### src/rtl/grid_pkg.sv
`default_nettype none
// +-----------------------------------------------------------------+
// | grid_pkg : shared types for the 8x8 grid-world Q-learning path   |
// | Rev 1.0  : initial release                                       |
// +-----------------------------------------------------------------+
package grid_pkg;
  localparam int ROW_W = 3;
  localparam int COL_W = 3;
  localparam int ACT_W = 2;
  localparam int RWD_W = 8;
  localparam int ST_W  = ROW_W + COL_W;

  localparam logic [ACT_W-1:0] ACT_LEFT  = 2'b00;
  localparam logic [ACT_W-1:0] ACT_UP    = 2'b01;
  localparam logic [ACT_W-1:0] ACT_RIGHT = 2'b10;
  localparam logic [ACT_W-1:0] ACT_DOWN  = 2'b11;

  typedef struct packed {
    logic [ROW_W-1:0] row;
    logic [COL_W-1:0] col;
  } state_t;

  typedef struct packed {
    logic [ST_W-1:0]  s;
    logic [ACT_W-1:0] a;
    logic [RWD_W-1:0] r;
    logic [ST_W-1:0]  ns;
    logic             done;
  } tr_t;

  typedef enum logic [1:0] {
    S_IDLE = 2'd0,
    S_RD   = 2'd1,
    S_CAP  = 2'd2,
    S_OUT  = 2'd3
  } fsm_t;
endpackage
`default_nettype wire

### src/rtl/grid_move.sv
`default_nettype none
// +-----------------------------------------------------------------+
// | grid_move : (state, action) -> next state with wall clamping     |
// | Rev 1.0   : initial release                                      |
// +-----------------------------------------------------------------+
module grid_move
  import grid_pkg::*;
(
  input  logic [ST_W-1:0]  i_state,
  input  logic [ACT_W-1:0] i_act,
  output logic [ST_W-1:0]  o_next
);
  state_t w_s;
  state_t w_n;

  assign w_s    = i_state;
  assign o_next = w_n;

  // A move into a wall leaves the agent where it is.
  always_comb begin
    w_n = w_s;
    case (i_act)
      ACT_LEFT:  if (w_s.col != '0)              w_n.col = w_s.col - 1'b1;
      ACT_UP:    if (w_s.row != '0)              w_n.row = w_s.row - 1'b1;
      ACT_RIGHT: if (w_s.col != {COL_W{1'b1}})   w_n.col = w_s.col + 1'b1;
      ACT_DOWN:  if (w_s.row != {ROW_W{1'b1}})   w_n.row = w_s.row + 1'b1;
      default:   w_n = w_s;
    endcase
  end
endmodule
`default_nettype wire

### src/rtl/grid_env_step.sv
`default_nettype none
// +-----------------------------------------------------------------+
// | grid_env_step : reward fetch, next-state and transition emitter  |
// | Rev 1.0       : initial release                                  |
// +-----------------------------------------------------------------+
module grid_env_step
  import grid_pkg::*;
#(
  parameter logic [ST_W-1:0] START_STATE = 6'b000_000,
  parameter logic [ST_W-1:0] GOAL_STATE  = 6'b111_111,
  parameter int              MAX_STEPS   = 255,
  parameter int              STEP_W      = 8,
  parameter int              EP_W        = 16
) (
  input  logic                    i_clk,
  input  logic                    i_rst,
  input  logic                    i_act_valid,
  output logic                    o_act_ready,
  input  logic [ACT_W-1:0]        i_act,
  output logic [ST_W+ACT_W-1:0]   o_r_addr,
  output logic                    o_r_read,
  input  logic [RWD_W-1:0]        i_r_data,
  output logic                    o_tr_valid,
  input  logic                    i_tr_ready,
  output logic [ST_W-1:0]         o_tr_state,
  output logic [ACT_W-1:0]        o_tr_action,
  output logic [RWD_W-1:0]        o_tr_reward,
  output logic [ST_W-1:0]         o_tr_next_state,
  output logic                    o_tr_done,
  output logic [ST_W-1:0]         o_cur_state,
  output logic [STEP_W-1:0]       o_step_cnt,
  output logic [EP_W-1:0]         o_episode_cnt
);
  fsm_t                   r_fsm;
  logic [ACT_W-1:0]       r_act;
  logic [ST_W+ACT_W-1:0]  r_addr;
  logic                   r_read;
  logic                   r_ready;
  logic                   r_tv;
  tr_t                    r_tr;
  logic [ST_W-1:0]        r_cur;
  logic [STEP_W-1:0]      r_step;
  logic [EP_W-1:0]        r_ep;
  logic [ST_W-1:0]        w_next;
  logic                   w_done;

  grid_move u_move (
    .i_state (r_cur),
    .i_act   (r_act),
    .o_next  (w_next)
  );

  assign w_done = (w_next == GOAL_STATE) || (r_step == STEP_W'(MAX_STEPS - 1));

  always_ff @(posedge i_clk) begin
    if (i_rst) begin
      r_fsm   <= S_IDLE;
      r_act   <= '0;
      r_addr  <= '0;
      r_read  <= 1'b0;
      r_ready <= 1'b1;
      r_tv    <= 1'b0;
      r_tr    <= '0;
      r_cur   <= START_STATE;
      r_step  <= '0;
      r_ep    <= '0;
    end else begin
      case (r_fsm)
        S_IDLE: if (i_act_valid) begin
          r_act   <= i_act;
          r_addr  <= {r_cur, i_act};
          r_read  <= 1'b1;
          r_ready <= 1'b0;
          r_fsm   <= S_RD;
        end
        S_RD: begin
          r_read <= 1'b0;
          r_fsm  <= S_CAP;
        end
        // ROM data sampled at the previous edge is now on i_r_data.
        S_CAP: begin
          r_tr.s    <= r_cur;
          r_tr.a    <= r_act;
          r_tr.r    <= i_r_data;
          r_tr.ns   <= w_next;
          r_tr.done <= w_done;
          r_tv      <= 1'b1;
          r_fsm     <= S_OUT;
        end
        S_OUT: if (i_tr_ready) begin
          r_tv    <= 1'b0;
          r_ready <= 1'b1;
          r_fsm   <= S_IDLE;
          if (r_tr.done) begin
            r_cur  <= START_STATE;
            r_step <= '0;
            r_ep   <= r_ep + 1'b1;
          end else begin
            r_cur  <= r_tr.ns;
            r_step <= r_step + 1'b1;
          end
        end
        default: r_fsm <= S_IDLE;
      endcase
    end
  end

  assign o_act_ready     = r_ready;
  assign o_r_addr        = r_addr;
  assign o_r_read        = r_read;
  assign o_tr_valid      = r_tv;
  assign o_tr_state      = r_tr.s;
  assign o_tr_action     = r_tr.a;
  assign o_tr_reward     = r_tr.r;
  assign o_tr_next_state = r_tr.ns;
  assign o_tr_done       = r_tr.done;
  assign o_cur_state     = r_cur;
  assign o_step_cnt      = r_step;
  assign o_episode_cnt   = r_ep;
endmodule
`default_nettype wire

### config.mk
export PLATFORM = sky130hd
export DESIGN_NAME = grid_env_step
export DESIGN_NICKNAME = d
export VERILOG_FILES = /design/src/rtl/grid_pkg.sv /design/src/rtl/grid_move.sv /design/src/rtl/grid_env_step.sv
export SDC_FILE = /design/constraint.sdc
export NUM_CORES = 1
export LEC_CHECK = 0
export BUFFER_PORTS_ARGS = -buffer_cell sky130_fd_sc_hd__buf_2
export CELL_PAD_IN_SITES_DETAIL_PLACEMENT = 0
export CELL_PAD_IN_SITES_GLOBAL_PLACEMENT = 1
export CORE_MARGIN = 1.5
export CORE_UTILIZATION = 41
export DETAILED_ROUTE_END_ITERATION = 10
export PLACE_DENSITY = 0.92
export SYNTH_ARGS = -nofsm -noshare
export SYNTH_HDL_FRONTEND = slang
export SYNTH_SLANG_ARGS = --single-unit
export TNS_END_PERCENT = 50
### constraint.sdc
create_clock -name i_clk -period 3.8 [get_ports i_clk]
set_input_delay 0.76 -clock i_clk [delete_from_list [all_inputs] [get_ports i_clk]]
set_output_delay 0.76 -clock i_clk [all_outputs]
set_load 0.01 [all_outputs]
==> results of run 1 <==
-- path summary, 6_finish.rpt --
check / startpoint / end / slack, ps / depth (start not counted)
worst min register to register: o_r_addr[4] / o_r_addr[4] / 450 / 2
worst max register to register: r_fsm[0] / o_episode_cnt[14] / 1420 / 5
worst max-delay path: r_fsm[0] / o_episode_cnt[14] / 1420 / 5
worst min-delay path: o_r_addr[4] / o_r_addr[4] / 450 / 2
-- sequential cells by signal, indices dropped and copies added, names as in the netlist, 6 cells and up --
name / flops
o_cur_state: 6
o_tr_next_state: 6
o_tr_reward: 8
o_episode_cnt: 16
o_r_addr: 7
o_tr_state: 6
o_step_cnt: 8
-- power by group --
part / switching, mW / total [mW] / internal [mW] / leakage [nW]
registers: 0.0620 / 0.819 / 0.757 / 0.534
logic: 0.238 / 0.409 / 0.171 / 0.887
clock network: 0.270 / 0.792 / 0.522 / 0.137
-- area by class of cell --
class	count	area, um^2
fill	707	3220
clock inverter	6	138
timing repair buffer	79	400
clock buffer	10	138
sequential	66	1320
tap	96	120
multi-input combinational	251	1520
inverter	13	48.8
-- stage by stage --
| stage | hold WS [ps] | utilization, % |
|---|---|---|
| final | 451 | 53.4 |
| after global routing | 473 | 53.4 |
| after CTS | 454 | 53.4 |
| after detailed placement | 444 | 49.4 |
| after global placement | 440 | 49.4 |
| after floorplan | 481 | - |
-- tightest hold or removal path: cells and delay by family, from the launching register on --
kind / cells / cell delay [ps]
simple gates: 1 / 50
flops: 1 / 310
compound gates: 1 / 50
-- logic make-up (layout without fill, tap and decap cells) --
logic type                 Yosys count  count (layout)  share of synthesized area (%)
buffers and inverters               32             108                           4.38
AOI/OAI and AO/OA                   52              52                           10.3
and+or+nand+nor                    150             150                           24.1
xor gates and xnor gates            19              19                           5.60
adders and majority gates           13              13                           5.47
DFF                                 66              66                           44.4
muxes                               17              17                           5.72
-- synthesized netlist by cell type, types with 4 or more instances --
cell / number
a211oi_1: 4
a21oi_1: 30
and3_1: 7
clkbuf_1: 13
dfxtp_1: 66
ha_1: 13
inv_1: 13
mux2i_1: 17
nand2_1: 37
nand2b_1: 7
nand3_1: 8
nand4_1: 6
nor2_1: 51
nor2b_1: 6
nor3_1: 9
nor4_1: 4
o21ai_0: 5
or3_1: 5
xnor2_1: 15
xor2_1: 4
-- layer usage --
layer | wire length, um | GRT usage [%] | up-vias | share of wire, %
met3 | 409 | 5.28 | 7 | 5.8
met1 | 3240 | 23.3 | 1203 | 46
met5 | 0 | 0 | - | 0
met2 | 3260 | 29.6 | 75 | 47
met4 | 85 | 8.24 | 0 | 1.2
li1 | - | - | 1330 | -
==> results.ini, run 1 <==
[run_status]
status=completed

[sta]
worst_slack_ps=1420
hold_violations=0
skew_ps=8.37
max_slew.worst_pin.slew_ps=914
max_freq_ghz=0.421
fin_setup_tns_ps=0
slew_headroom_pct=39.1
slew_violations=0
period_share_pct=62.6
min_period_ps=2380
rsz0062_at_grt=no
setup_viol=0

[finish]
layout.cells.non_filler=521
final_cell_mix=buf_2, dfxtp_1, nor2_1
final_common_cell=buf_2
finish.instance_area_um2=3690
layout-drive-gt1-share_pct=22.8
antenna_cells=0
synthToLayoutAreaGrowth_pct=24.0
final_nets=447

[logic_synthesis]
synth_edf_count=0
synth_top_area_share_pct=44.4
yosys.area.top_type=dfxtp_1
synth-seq-cells=66
syn-num-nets=376
ys_warn_count=0
ys_types=42
synth-async-reset-ratio_pct=0
netlist_area_um2=2970
syn_inst=349
synth_area_leaders=dfxtp_1, nor2_1, mux2i_1, ha_1, a21oi_1
seq_area_frac_synth_pct=44.4
syn_avg_cell_area_um2=8.52
synth-main-ff-cell=dfxtp_1

[global_routing]
grt_max_degree=39
grt.total_usage_pct=18.5
grt_pass1_wl_mm=11.1
antenna_found_initial=0
grt-ovfl-total=0
grt_pass1_vias=2353

[floorplan]
coreArea_um2=6910
dieArea_um2=7770
rows=30
dieWidth_um=88.2
io_pins=78
start_util_pct=43.1
die_h_um=88.2

[placed_design]
placed_area_um2=3410
portBuffers=77
dp_hpwl_mm=4.99
place_congestion=0.765
dp_cells=505
pre_cts_slack_ps=1280

[detailed_routing]
drt_iter0_drc=129
via_count=2615
viasPerCell=5.02
dr.pass1.iters=4
wl_mm=7.00
drc=0
wire_per_inst_um=13.4
postRouteAntennaNets=0

[worst_setup_path]
cp-end-kind=flip-flop
critical_path_required_ps=4060
worstPathArrival_ps=2640
path_delay_family=simple AND/OR/NAND/NOR gates
cp-start-kind=flip-flop
max_stage_delay_ps=670
crit_fanout=12
worstPathCellList=ha_1, nand3_1, or4_1, or3_1, a21oi_1
crit_buf_inv=0
critPathKind=flip-flop to flip-flop
slowest_stage=or4_1

[power]
static-leakage-power_nw=1.56
power_density_nw_per_um2=547
total_power_mw=2.02
irDropWorstVdd_uv=239

[clock_network]
htreeDepth=3
clk_pin_slew_worst_paths_ps=70
clock_path_buffers=2
holdBufCountCts=0
cts_setup_buffers=0
cts_tree=built
cts_root_buffer=clkbuf_8
clkSinkCount=66
cts_resized=0
numCtsBuffers=9
clock_latency_ps=340

[hold_path]
hold_class=flip-flop to flip-flop

[job]
maxCapViolCount=0

(Power assumes the default switching activity.)
==> run 2: changes to the inputs <==
CORE_UTILIZATION = 38   (was 41)
PLACE_DENSITY = 0.86   (was 0.92)
clock period = 2.2 ns   (was 3.8 ns; I/O delays follow)
==> run 2 against run 1 <==
Compared with the run above:
- die area increased by 7.6%
- sequential power increased by 72%
- worst hold slack worse by 110 ps
- sequential share of layout area increased by 0.097 points
- wire length increased by 3.7%
- non-clock buffer count up 8
- register-to-register slack worse by 1200 ps
- count of clock-buffer cells in the layout rose by 4
- flip-flop and latch count unchanged
- critical path type unchanged
- via count up 2.3%
- cell count up 2.7%
==> results.ini, run 2 (synthesized netlist as in run 1, its figures left out) <==
[run_status]
status=completed  ; unchanged

[detailed_routing]
drc=0  ; unchanged
wl_mm=7.26  ; was 7.00 mm
dr.pass1.iters=4  ; unchanged
postRouteAntennaNets=0  ; unchanged
via_count=2675  ; was 2,615
wire_per_inst_um=13.6  ; was 13.4 um
viasPerCell=5.00  ; was 5.02
drt_iter0_drc=100  ; was 129

[placed_design]
dp_hpwl_mm=5.19  ; was 4.99 mm
portBuffers=77  ; unchanged
place_congestion=0.843  ; was 0.765

[clock_network]
cts_root_buffer=clkbuf_8  ; unchanged
clock_path_buffers=2  ; unchanged
clkSinkCount=66  ; unchanged
holdBufCountCts=0  ; unchanged
numCtsBuffers=9  ; unchanged
clk_pin_slew_worst_paths_ps=70  ; about the same
cts_setup_buffers=0  ; unchanged
cts_tree=built  ; unchanged
clock_latency_ps=330  ; was 340 ps
htreeDepth=3  ; unchanged
cts_resized=0  ; unchanged

[floorplan]
dieArea_um2=8370  ; was 7770 um^2
die_h_um=91.5  ; was 88.2 um
rows=32  ; was 30
coreArea_um2=7650  ; was 6910 um^2
io_pins=78  ; unchanged
dieWidth_um=91.5  ; was 88.2 um
start_util_pct=38.9  ; was 43.1%

[worst_setup_path]
crit_cells=6  ; was 5
reg2regPathDepth=6  ; was 5
worstPathArrival_ps=2180  ; was 2640 ps
cp-endpoint=o_tr_done  ; was o_episode_cnt[14]
r2r_end=o_tr_done  ; was o_episode_cnt[14]
rrSetupSlack_ps=240  ; was 1420 ps
r2r_start=o_cur_state[3]  ; was r_fsm[0]
cp-start-kind=flip-flop  ; unchanged
max_stage_delay_ps=390  ; was 670 ps
critical_path_required_ps=2420  ; was 4060 ps
slowest_stage=or3b_1  ; was or4_1
cp-end-kind=flip-flop  ; unchanged
cp-startpoint=o_cur_state[3]  ; was r_fsm[0]
critPathKind=flip-flop to flip-flop  ; unchanged
path_delay_family=compound AO/OA/AOI/OAI gates  ; was simple AND/OR/NAND/NOR gates
worstPathCellList=inv_1, ha_1, or3b_1, a311oi_1, o221ai_1, o41ai_1  ; was ha_1, nand3_1, or4_1, or3_1, a21oi_1
crit_fanout=4  ; was 12
crit_buf_inv=1  ; was 0

[finish]
final_cell_mix=buf_2, dfxtp_1, nor2_1  ; unchanged
largest_reg_flops=16  ; unchanged
layout-drive-gt1-share_pct=23.6  ; was 22.8%
antenna_cells=0  ; unchanged
final_common_cell=buf_2  ; unchanged
final_nets=455  ; was 447
synthToLayoutAreaGrowth_pct=23.7  ; was 24.0%

[sta]
hold-worst-slack_ps=345  ; was 451 ps
max_freq_ghz=0.511  ; was 0.421 GHz
fin_setup_tns_ps=0  ; unchanged
setup_viol=0  ; unchanged
slew_violations=0  ; unchanged
slew_headroom_pct=68.7  ; was 39.1%
min_period_ps=1960  ; was 2380 ps
max_slew.worst_pin.slew_ps=468  ; was 914 ps
skew_ps=4.87  ; was 8.37 ps
period_share_pct=89.0  ; was 62.6%
rsz0062_at_grt=no  ; unchanged
hold_violations=0  ; unchanged

[power]
sw_frac_of_total_pct=30.5  ; was 28.2%
intPower_mw=2.20  ; was 1.45 mW
p_seq_share_pct=44.4  ; was 40.5%
power_density_nw_per_um2=862  ; was 547 nW/um^2
p_comb_share_pct=23.4  ; was 20.2%
static-leakage-power_nw=1.56  ; about the same
irDropWorstVdd_uv=383  ; was 239 uV
netSwitchingPower_mw=0.968  ; was 0.570 mW
clkPwrFrac_pct=32.2  ; was 39.2%
total_power_mw=3.17  ; was 2.02 mW

[job]
maxCapViolCount=0  ; unchanged

[global_routing]
grt-ovfl-total=0  ; unchanged
antenna_found_initial=0  ; unchanged
grt_max_degree=26  ; was 39
grt.total_usage_pct=18.0  ; was 18.5%
grt_pass1_wl_mm=11.8  ; was 11.1 mm
grt_pass1_vias=2432  ; was 2,353

[hold_path]
hold_class=input pin to flip-flop  ; was flip-flop to flip-flop

-- run 2: cell count changes in the layout (fill, tap and decap cells not counted), sizes merged --
cell	delta
buf	+8
bufinv	-3
clkbuf	+4
clkinv	-1
-- run 2: power by group through the flow --
stage | Clock (mW) | Sequential, mW | Combinational (mW)
finish | 1.02 | 1.41 | 0.742
global route | 1.13 | 1.42 | 0.816
CTS | 1.06 | 1.41 | 0.750
detailed placement | 0 | 1.43 | 0.744
global placement | 0 | 1.42 | 0.729
floorplan | 0 | 1.45 | 0.485
-- run 2: per-stage QoR --
stage / setup WS, ps / cell area, um^2 / util (%) / std cells
finish: 242 / 3680 / 48.1 / 535
global route: 8.76 / 3680 / 48.1 / 535
CTS: 267 / 3680 / 48.1 / 535
detailed placement: 308 / 3480 / 45.5 / 519
global placement: 348 / 3480 / 45.5 / 519
floorplan: 336 / 2970 / - / 349
-- run 2: cell type report --
type,instances,area [um^2]
clock buffers,14,163
clock inverters,2,35.0
fillers,748,3970
inverters,13,48.8
multi-input cells,251,1520
flip-flops and latches,66,1320
well taps,102,128
repair buffers,87,460
-- run 2: worst min-delay path by stage --
stage | start | end | slack [ps] | cells past startpoint
4_1_cts | i_act[0] | r_act[0] | 320 | 3
5_1_grt | i_act[0] | r_act[0] | 320 | 3
3_3_place_gp | o_r_addr[4] | o_r_addr[4] | 440 | 2
3_5_place_dp | o_r_addr[4] | o_r_addr[4] | 440 | 2
6_report | i_r_data[3] | o_tr_reward[3] | 340 | 3
2_1_floorplan | o_r_addr[2] | o_r_addr[2] | 480 | 2
-- run 2: metal layers --
layer	vias to the layer above	global-route usage, %	wire [um]
li1	1341	-	-
met1	1262	23.3	3400
met2	65	27.7	3360
met3	7	5.95	392
met4	0	6.64	100
met5	-	0	0
-- run 2: worst register-to-register path, cell delays in order (launching register included) --
cell,delay [ps]
dfxtp_1,310
inv_1,110
ha_1,200
or3b_1,390
a311oi_1,310
o221ai_1,160
o41ai_1,370
==> run 3: changes to the inputs <==
PLACE_DENSITY = 0.76   (was 0.86)
==> run 3 against run 2 <==
Compared with the run above:
- non-clock buffer count fell by 2
- sequential power barely moved
- fmax rose by 0.52%
- core utilization rose by 0.11 points
- flip-flop and latch count did not move
- clock power rose by 11%
- setup slack improved by 10 ps
- critical endpoint unchanged
- largest cell class unchanged
==> results.ini, run 3 (synthesized netlist as in run 1, its figures left out) <==
[floorplan]
start_util_pct=38.9  ; unchanged
coreArea_um2=7650  ; unchanged
dieWidth_um=91.5  ; unchanged
die_h_um=91.5  ; unchanged
io_pins=78  ; unchanged
dieArea_um2=8370  ; unchanged
rows=32  ; unchanged

[sta]
hold_violations=0  ; unchanged
worst_slack_ps=252  ; was 242 ps
min_period_ps=1950  ; was 1960 ps
fin_setup_tns_ps=0  ; unchanged
skew_ps=12.0  ; was 4.87 ps
slew_violations=0  ; unchanged
max_freq_ghz=0.513  ; was 0.511 GHz
rsz0062_at_grt=no  ; unchanged
slew_headroom_pct=72.1  ; was 68.7%
setup_viol=0  ; unchanged
period_share_pct=88.5  ; was 89.0%
max_slew.worst_pin.slew_ps=419  ; was 468 ps

[clock_network]
clkSinkCount=66  ; unchanged
clock_latency_ps=340  ; was 330 ps
cts_setup_buffers=0  ; unchanged
cts_resized=0  ; unchanged
cts_tree=built  ; unchanged
numCtsBuffers=9  ; unchanged
htreeDepth=3  ; unchanged
holdBufCountCts=0  ; unchanged
clock_path_buffers=2  ; unchanged
clk_pin_slew_worst_paths_ps=80  ; was 70 ps
cts_root_buffer=clkbuf_8  ; unchanged

[worst_setup_path]
worstPathArrival_ps=2180  ; about the same
cp-start-kind=flip-flop  ; unchanged
cp-end-kind=flip-flop  ; unchanged
critical_path_required_ps=2440  ; was 2420 ps
critPathKind=flip-flop to flip-flop  ; unchanged
crit_fanout=4  ; unchanged

[job]
maxCapViolCount=0  ; unchanged

[global_routing]
grt.total_usage_pct=18.0  ; about the same
grt_pass1_vias=2351  ; was 2,432
grt-ovfl-total=0  ; unchanged
grt_max_degree=33  ; was 26
antenna_found_initial=0  ; unchanged
grt_pass1_wl_mm=11.9  ; was 11.8 mm

[run_status]
status=completed  ; unchanged

[placed_design]
portBuffers=77  ; unchanged
placed_area_um2=3470  ; was 3480 um^2
place_congestion=0.842  ; was 0.843
pre_cts_slack_ps=253  ; was 308 ps
dp_hpwl_mm=5.13  ; was 5.19 mm

[power]
irDropWorstVdd_uv=388  ; was 383 uV
power_density_nw_per_um2=887  ; was 862 nW/um^2
static-leakage-power_nw=1.56  ; about the same
total_power_mw=3.27  ; was 3.17 mW

[detailed_routing]
viasPerCell=4.94  ; was 5.00
drt_iter0_drc=102  ; was 100
dr.pass1.iters=4  ; unchanged
postRouteAntennaNets=0  ; unchanged
drc=0  ; unchanged
via_count=2631  ; was 2,675
wl_mm=7.21  ; was 7.26 mm
wire_per_inst_um=13.5  ; was 13.6 um

[finish]
finish.instance_area_um2=3690  ; was 3680 um^2
antenna_cells=0  ; unchanged
layout-drive-gt1-share_pct=23.9  ; was 23.6%
fin_util_pct=48.2  ; was 48.1%
final_cell_mix=buf_2, dfxtp_1, nor2_1  ; unchanged
synthToLayoutAreaGrowth_pct=24.0  ; was 23.7%
largest_reg_flops=16  ; unchanged
final_nets=453  ; was 455
final_common_cell=buf_2  ; unchanged
fillers=795  ; was 748

[hold_path]
hold_class=input pin to flip-flop  ; unchanged

-- run 3: final timing paths --
kind / startpoint / end / slack (ps) / depth (start not counted)
min: i_r_data[0] / o_tr_reward[0] / 340 / 3
max reg2reg: o_cur_state[3] / o_tr_done / 250 / 6
min reg2reg: o_r_addr[4] / o_r_addr[4] / 460 / 2
max: o_cur_state[3] / o_tr_done / 250 / 6
-- run 3: final cells by class --
class,instances,area [um^2],share of cell area [%]
inverters,13,48.8,1.32
flip-flops and latches,66,1320,35.8
multi-input cells,251,1530,41.4
well taps,102,128,3.46
clock inverters,5,77.6,2.10
clock buffers,11,141,3.83
repair buffers,85,445,12.1
-- run 3: critical path, cell delays in order, from the launching register on --
cell and delay [ps]:
dfxtp_1 310, inv_1 120, ha_1 210, or3b_1 400, a311oi_1 280, o221ai_1 180
o41ai_1 350
-- run 3: layer usage --
layer	vias to the layer above	track usage [%]	share of wire [%]
li1	1341	-	-
met1	1215	25.2	50
met2	68	26.1	43
met3	7	4.10	5.5
met4	0	8.20	1.4
met5	-	0	0
-- run 3: stage by stage --
stage          hold slack (ps)  instances
2_1_floorplan              481        349
3_3_place_gp               441        517
3_5_place_dp               451        517
4_1_cts                    327        533
5_1_grt                    337        533
6_report                   338        533
-- run 3: power breakdown --
group          leakage, nW  internal [mW]  switching (mW)
clock network        0.109          0.666           0.460
logic                0.916          0.306           0.439
registers            0.534           1.31          0.0923
